### src/rtl/fifo_stream_reader.sv
// Adapts a one-cycle-latency synchronous FIFO read port to a valid/ready stream
// through a two-entry skid buffer. Define FIFO_RDR_COUNT_EN to add the word_count output.
module fifo_stream_reader #(
  parameter int DATA_WIDTH = 8
) (
  input  logic                  clk,
  input  logic                  rst_n,
  input  logic                  fifo_empty,
  input  logic [DATA_WIDTH-1:0] fifo_data,
  output logic                  fifo_r_en,
  output logic                  m_valid,
  input  logic                  m_ready,
  output logic [DATA_WIDTH-1:0] m_data
`ifdef FIFO_RDR_COUNT_EN
  ,
  output logic [15:0]           word_count
`endif
);

  localparam logic [1:0] OCC_EMPTY = 2'd0;
  localparam logic [1:0] OCC_ONE   = 2'd1;
  localparam logic [1:0] OCC_TWO   = 2'd2;

  logic [1:0]            occ_q, occ_d;
  logic                  rd_pend_q, rd_pend_d;
  logic [DATA_WIDTH-1:0] head_q, head_d;
  logic [DATA_WIDTH-1:0] tail_q, tail_d;
  logic                  pop;
  logic                  capture;
  logic [2:0]            demand;

  // A read may only launch if the word it returns is guaranteed a free slot,
  // counting the word already in flight and the one leaving this cycle.
  always_comb begin
    pop       = (occ_q != OCC_EMPTY) & m_ready;
    capture   = rd_pend_q;
    demand    = {1'b0, occ_q} + {2'b00, rd_pend_q} - {2'b00, pop};
    fifo_r_en = rst_n & ~fifo_empty & (demand < 3'd2);
    rd_pend_d = fifo_r_en;
  end

  always_comb begin
    occ_d  = occ_q;
    head_d = head_q;
    tail_d = tail_q;
    case (occ_q)
      OCC_EMPTY: begin
        if (capture) begin
          head_d = fifo_data;
          occ_d  = OCC_ONE;
        end
      end
      OCC_ONE: begin
        if (capture && pop) begin
          head_d = fifo_data;
        end else if (capture) begin
          tail_d = fifo_data;
          occ_d  = OCC_TWO;
        end else if (pop) begin
          occ_d  = OCC_EMPTY;
        end
      end
      OCC_TWO: begin
        // Full buffer: the tail moves up to the head and any arriving word refills the tail.
        if (pop) begin
          head_d = tail_q;
          if (capture) begin
            tail_d = fifo_data;
          end else begin
            occ_d  = OCC_ONE;
          end
        end
      end
      default: begin
        occ_d = OCC_EMPTY;
      end
    endcase
  end

  always_ff @(posedge clk or negedge rst_n) begin
    if (!rst_n) begin
      occ_q     <= OCC_EMPTY;
      rd_pend_q <= 1'b0;
      head_q    <= '0;
      tail_q    <= '0;
    end else begin
      occ_q     <= occ_d;
      rd_pend_q <= rd_pend_d;
      head_q    <= head_d;
      tail_q    <= tail_d;
    end
  end

  assign m_valid = (occ_q != OCC_EMPTY);
  assign m_data  = head_q;

`ifdef FIFO_RDR_COUNT_EN
  logic [15:0] count_q, count_d;

  always_comb begin
    count_d = pop ? count_q + 16'd1 : count_q;
  end

  always_ff @(posedge clk or negedge rst_n) begin
    if (!rst_n) begin
      count_q <= 16'd0;
    end else begin
      count_q <= count_d;
    end
  end

  assign word_count = count_q;
`endif

endmodule

### config.mk
export PLATFORM = sky130hd
export DESIGN_NAME = fifo_stream_reader
export DESIGN_NICKNAME = d
export VERILOG_FILES = /design/src/rtl/fifo_stream_reader.sv
export SDC_FILE = /design/constraint.sdc
export NUM_CORES = 1
export LEC_CHECK = 0
export ABC_CLOCK_PERIOD_IN_PS = 2100
export CORE_AREA = 2 2 47 60
export CTS_BUF_LIST = sky130_fd_sc_hd__clkbuf_16
export DETAILED_ROUTE_END_ITERATION = 16
export DIE_AREA = 0 0 49 62
export PLACE_DENSITY = 0.74
export SETUP_SLACK_MARGIN = 0.3
export SLEW_MARGIN = 20
export SYNTH_ARGS = -nofsm -noshare
export SYNTH_HDL_FRONTEND = slang
export SYNTH_SLANG_ARGS = --single-unit
### constraint.sdc
create_clock -name clk -period 2.1 [get_ports clk]
set_input_delay 0.42 -clock clk [delete_from_list [all_inputs] [get_ports clk]]
set_output_delay 0.42 -clock clk [all_outputs]
set_load 0.03 [all_outputs]
==> results of run 1 <==
logic make-up (layout without fill, tap and decap cells):
logic type | after synthesis | after routing | share of synthesized area
multiplexers | 24 | 24 | 0.313
flip-flops | 19 | 19 | 0.495
AND/OR/NAND/NOR | 12 | 12 | 0.0665
AO/OA/AOI/OAI | 6 | 6 | 0.0456
buffers and inverters | 5 | 35 | 0.0365
adder cells (fa/ha/maj) | 2 | 2 | 0.0339
XOR/XNOR | 1 | 1 | 0.00913
stage by stage:
step / worst slack (ps) / utilization / instance area [sq um] / hold slack [ps] / std cells
2_1_floorplan: -181 / - / 980 / 124 / 69
3_3_place_gp: -493 / 0.495 / 1260 / 462 / 129
3_5_place_dp: -523 / 0.495 / 1260 / 473 / 129
4_1_cts: -395 / 0.528 / 1350 / 485 / 133
6_report: -334 / 0.529 / 1350 / 483 / 133
5_1_grt: -416 / 0.529 / 1350 / 495 / 133
metal layers:
metal / share of wire / global-route usage
met1: 0.40 / 0.160
met2: 0.54 / 0.247
met3: 0.039 / 0.0239
met4: 0.021 / 0.0857
met5: 0 / 0
layout by cell type (no fill, tap or decap):
cell	count
sky130_fd_sc_hd__mux2_1	10
sky130_fd_sc_hd__dfrtp_2	1
sky130_fd_sc_hd__a32o_1	1
sky130_fd_sc_hd__or2_4	1
sky130_fd_sc_hd__nand2_2	2
sky130_fd_sc_hd__mux2_2	6
sky130_fd_sc_hd__nand2b_1	1
sky130_fd_sc_hd__mux2_4	8
sky130_fd_sc_hd__xor2_1	1
sky130_fd_sc_hd__and2_1	1
sky130_fd_sc_hd__nor2b_1	4
sky130_fd_sc_hd__nor3_4	1
sky130_fd_sc_hd__clkinv_2	1
sky130_fd_sc_hd__a22oi_1	1
sky130_fd_sc_hd__clkdlybuf4s50_1	18
sky130_fd_sc_hd__dfrtp_1	18
sky130_fd_sc_hd__clkbuf_16	3
sky130_fd_sc_hd__o22ai_1	2
sky130_fd_sc_hd__buf_4	8
sky130_fd_sc_hd__buf_6	1
sky130_fd_sc_hd__dlygate4sd2_1	2
sky130_fd_sc_hd__inv_1	2
sky130_fd_sc_hd__a21oi_1	1
sky130_fd_sc_hd__a22o_2	1
sky130_fd_sc_hd__ha_1	1
sky130_fd_sc_hd__nand2_1	2
sky130_fd_sc_hd__fa_2	1
sequential cells by signal (all words and copies together) (netlist names):
register  count
capture       1
m_data        8
occ_q         2
tail_q        8
layout make-up:
cell class / count / area, sq um / share of cell area
clock buffer: 3 / 75.1 / 0.0557
clock inverter: 1 / 5.00 / 0.00371
inverter: 2 / 7.51 / 0.00557
multi-input combinational: 45 / 472 / 0.350
sequential: 19 / 477 / 0.354
tap: 34 / 42.5 / 0.0316
timing repair buffer: 29 / 269 / 0.200
power groups by stage:
stage	clock, W	sequential [W]	combinational, W
global placement	0	0.000616	0.000854
finish	0.000396	0.000628	0.000869
floorplan	0	0.000780	0.000408
detailed placement	0	0.000631	0.000873
global route	0.000416	0.000647	0.000931
CTS	0.000400	0.000627	0.000876
what timing repair did:
item,in CTS,in global routing
resized for setup,4,1
gates cloned,0,0
endpoints found under the setup margin,11,2
pin swaps,1,1
worst min path at each step:
stage	startpoint	end
after floorplan	rst_n	capture
after global placement	tail_q[0]	tail_q[0]
after detailed placement	tail_q[5]	tail_q[5]
after CTS	tail_q[5]	tail_q[5]
after global routing	tail_q[7]	tail_q[7]
final	tail_q[5]	tail_q[5]
==> out/results.txt, run 1 <==
Status - finished, violations left
Violated checks - negative setup slack
Top cell by count, worst path - sky130_fd_sc_hd__nand2_2
Transition at the pin with the smallest max-transition slack - 313 ps
Number of nets in the synthesized netlist - 83
Final Hold Violating Endpoints - 0
Most repeated cell in the gate-level netlist after synthesis - sky130_fd_sc_hd__dfrtp_1
Die span in x - 49 um
Worst endpoint data arrival time - 2010 ps
Syn. warnings - 0
Site row count - 21
Overall overflow remaining after global route - 0
Worst min path class - flip-flop to flip-flop
Final count of negative-setup-slack endpoints - 1
Average detailed-routed wire length per instance - 14.3 um
IR drop worst, VDD - 0.763 mV
Global-route wire length before repair - 3.07 mm
Number of buffers added on ports - 21
CP startpoint - occ_q[1]
Number of optimization iterations in the first detailed-route pass - 4
Number of cells on the worst hold path - 1
Max Slew Vio Count - 0
Portion of the post-synthesis area used by sequential elements - 0.495
All-layer global routing usage - 0.139
Fraction of final layout cells with drive strength greater than 1 - 0.343
Clk_lat worst skew - 250 ps
Total power per unit cell area - 1400 nW/um^2
Total CTS buffers - 3
Residual DRC count - 0
Skew final - 3.37 ps
Number of global-route vias before repair - 692
Critical-path cell with the highest stage delay - sky130_fd_sc_hd__fa_2
Leakage power figure - 0.588 nW
Crit path capture type - output port
Dominant cells by area after synthesis - sky130_fd_sc_hd__dfrtp_1, sky130_fd_sc_hd__mux2_4, sky130_fd_sc_hd__mux2_1
Final estimated routing congestion in global placement - 0.688
Average instance area after synthesis - 13.9 sq um
Number of top-level pins - 22
Final Cycle Share - 1.16
Reg clk slew, reported paths - 50 ps
Starting DRT DRC Count - 9
Worst Setup EP - fifo_r_en
Clock tree from TritonCTS - yes
Number of buffer and inverter instances along the worst setup path - 1
CP Max Fanout - 3
Total number of H-tree levels - 1
F_max - 411 MHz
Top Family by Delay on Critical Path - adder cells
R2R cell count - 5
Count of unique library cells instantiated by Yosys - 21
Buffers inserted during post-CTS setup optimization - 0
ANT cells - 0
Worst max-slew margin expressed relative to the limit - 0.791
Die footprint - 3040 sq um
Cell taking the most area after synthesis - sky130_fd_sc_hd__dfrtp_1
Layout filler cell count - 231
Post-cts hold buffer count - 0
Final setup TNS - -334 ps
Maximum count of clock buffers along a single path - 2
Switching share of power - 0.342
Required time of the worst setup path - 1680 ps
Critical-path cell list - or2_4 -> nand2_2 -> ha_1 -> nand2_1 -> fa_2 -> nand2_2 -> nor3_4 -> buf_6
Pin count of the biggest net entering global routing - 20
RSZ-0062 raised after global routing - true
TritonCTS sink count - 19
Nature of the critical path startpoint - flip-flop
Critical Setup Path Class - flip-flop to output port
Library cell used as clock root buffer - sky130_fd_sc_hd__clkbuf_16
Total wirelength of the detailed-routed design - 1.90 mm
Power spent charging and discharging nets - 0.000648 W
Cells after Synth - 69
Internal reg-to-reg setup slack - 380 ps
Standard cell core area - 2550 sq um
Critical R2R Capture - m_data[2]
FFs w/ async S/R, synth - 1.00
Prevailing post-synth register cell - sky130_fd_sc_hd__dfrtp_1
Fraction of power consumed by sequential logic - 0.332
Top post-synthesis cells by count - sky130_fd_sc_hd__dfrtp_1, sky130_fd_sc_hd__mux2_1, sky130_fd_sc_hd__mux2_4
Power share of the clock group - 0.209
Antenna Violating Nets Remaining - 0
Max-cap violation count - 0
Number of enable-type register cells in the synthesized netlist - 0
Number of storage elements in the synthesis netlist - 19
Proportion of netlist area held by the largest area contributor - 0.495
DP HPWL - 1.40 mm
Routed via count divided by cell count - 4.83
Post-synthesis cell area - 960 sq um
Vert. Die Dim - 62 um
Final worst-path setup slack - -334 ps
Shortest period the worst path allows - 2430 ps
R2R Path Start - occ_q[1]
Final net count - 114
Total power draw - 0.00189 W
Combinational share of power - 0.459
Largest stage delay on the critical path - 530 ps
Internal power contribution - 0.00125 W
Effective utilization at floorplan - 0.377
Antenna violations before repair - 0
Area growth from synthesis to layout - 40.4%
Number of vias after detailed routing - 642
Crit. path cell count - 8
No activity file was read; power rests on OpenSTA's default activity.
==> run 2, diff against run 1 <==
Settings changed: HOLD_SLACK_MARGIN set to 0.15.
==> results of run 2 <==
Same layout as run 1: the final DEF is identical, and so are final timing and power.
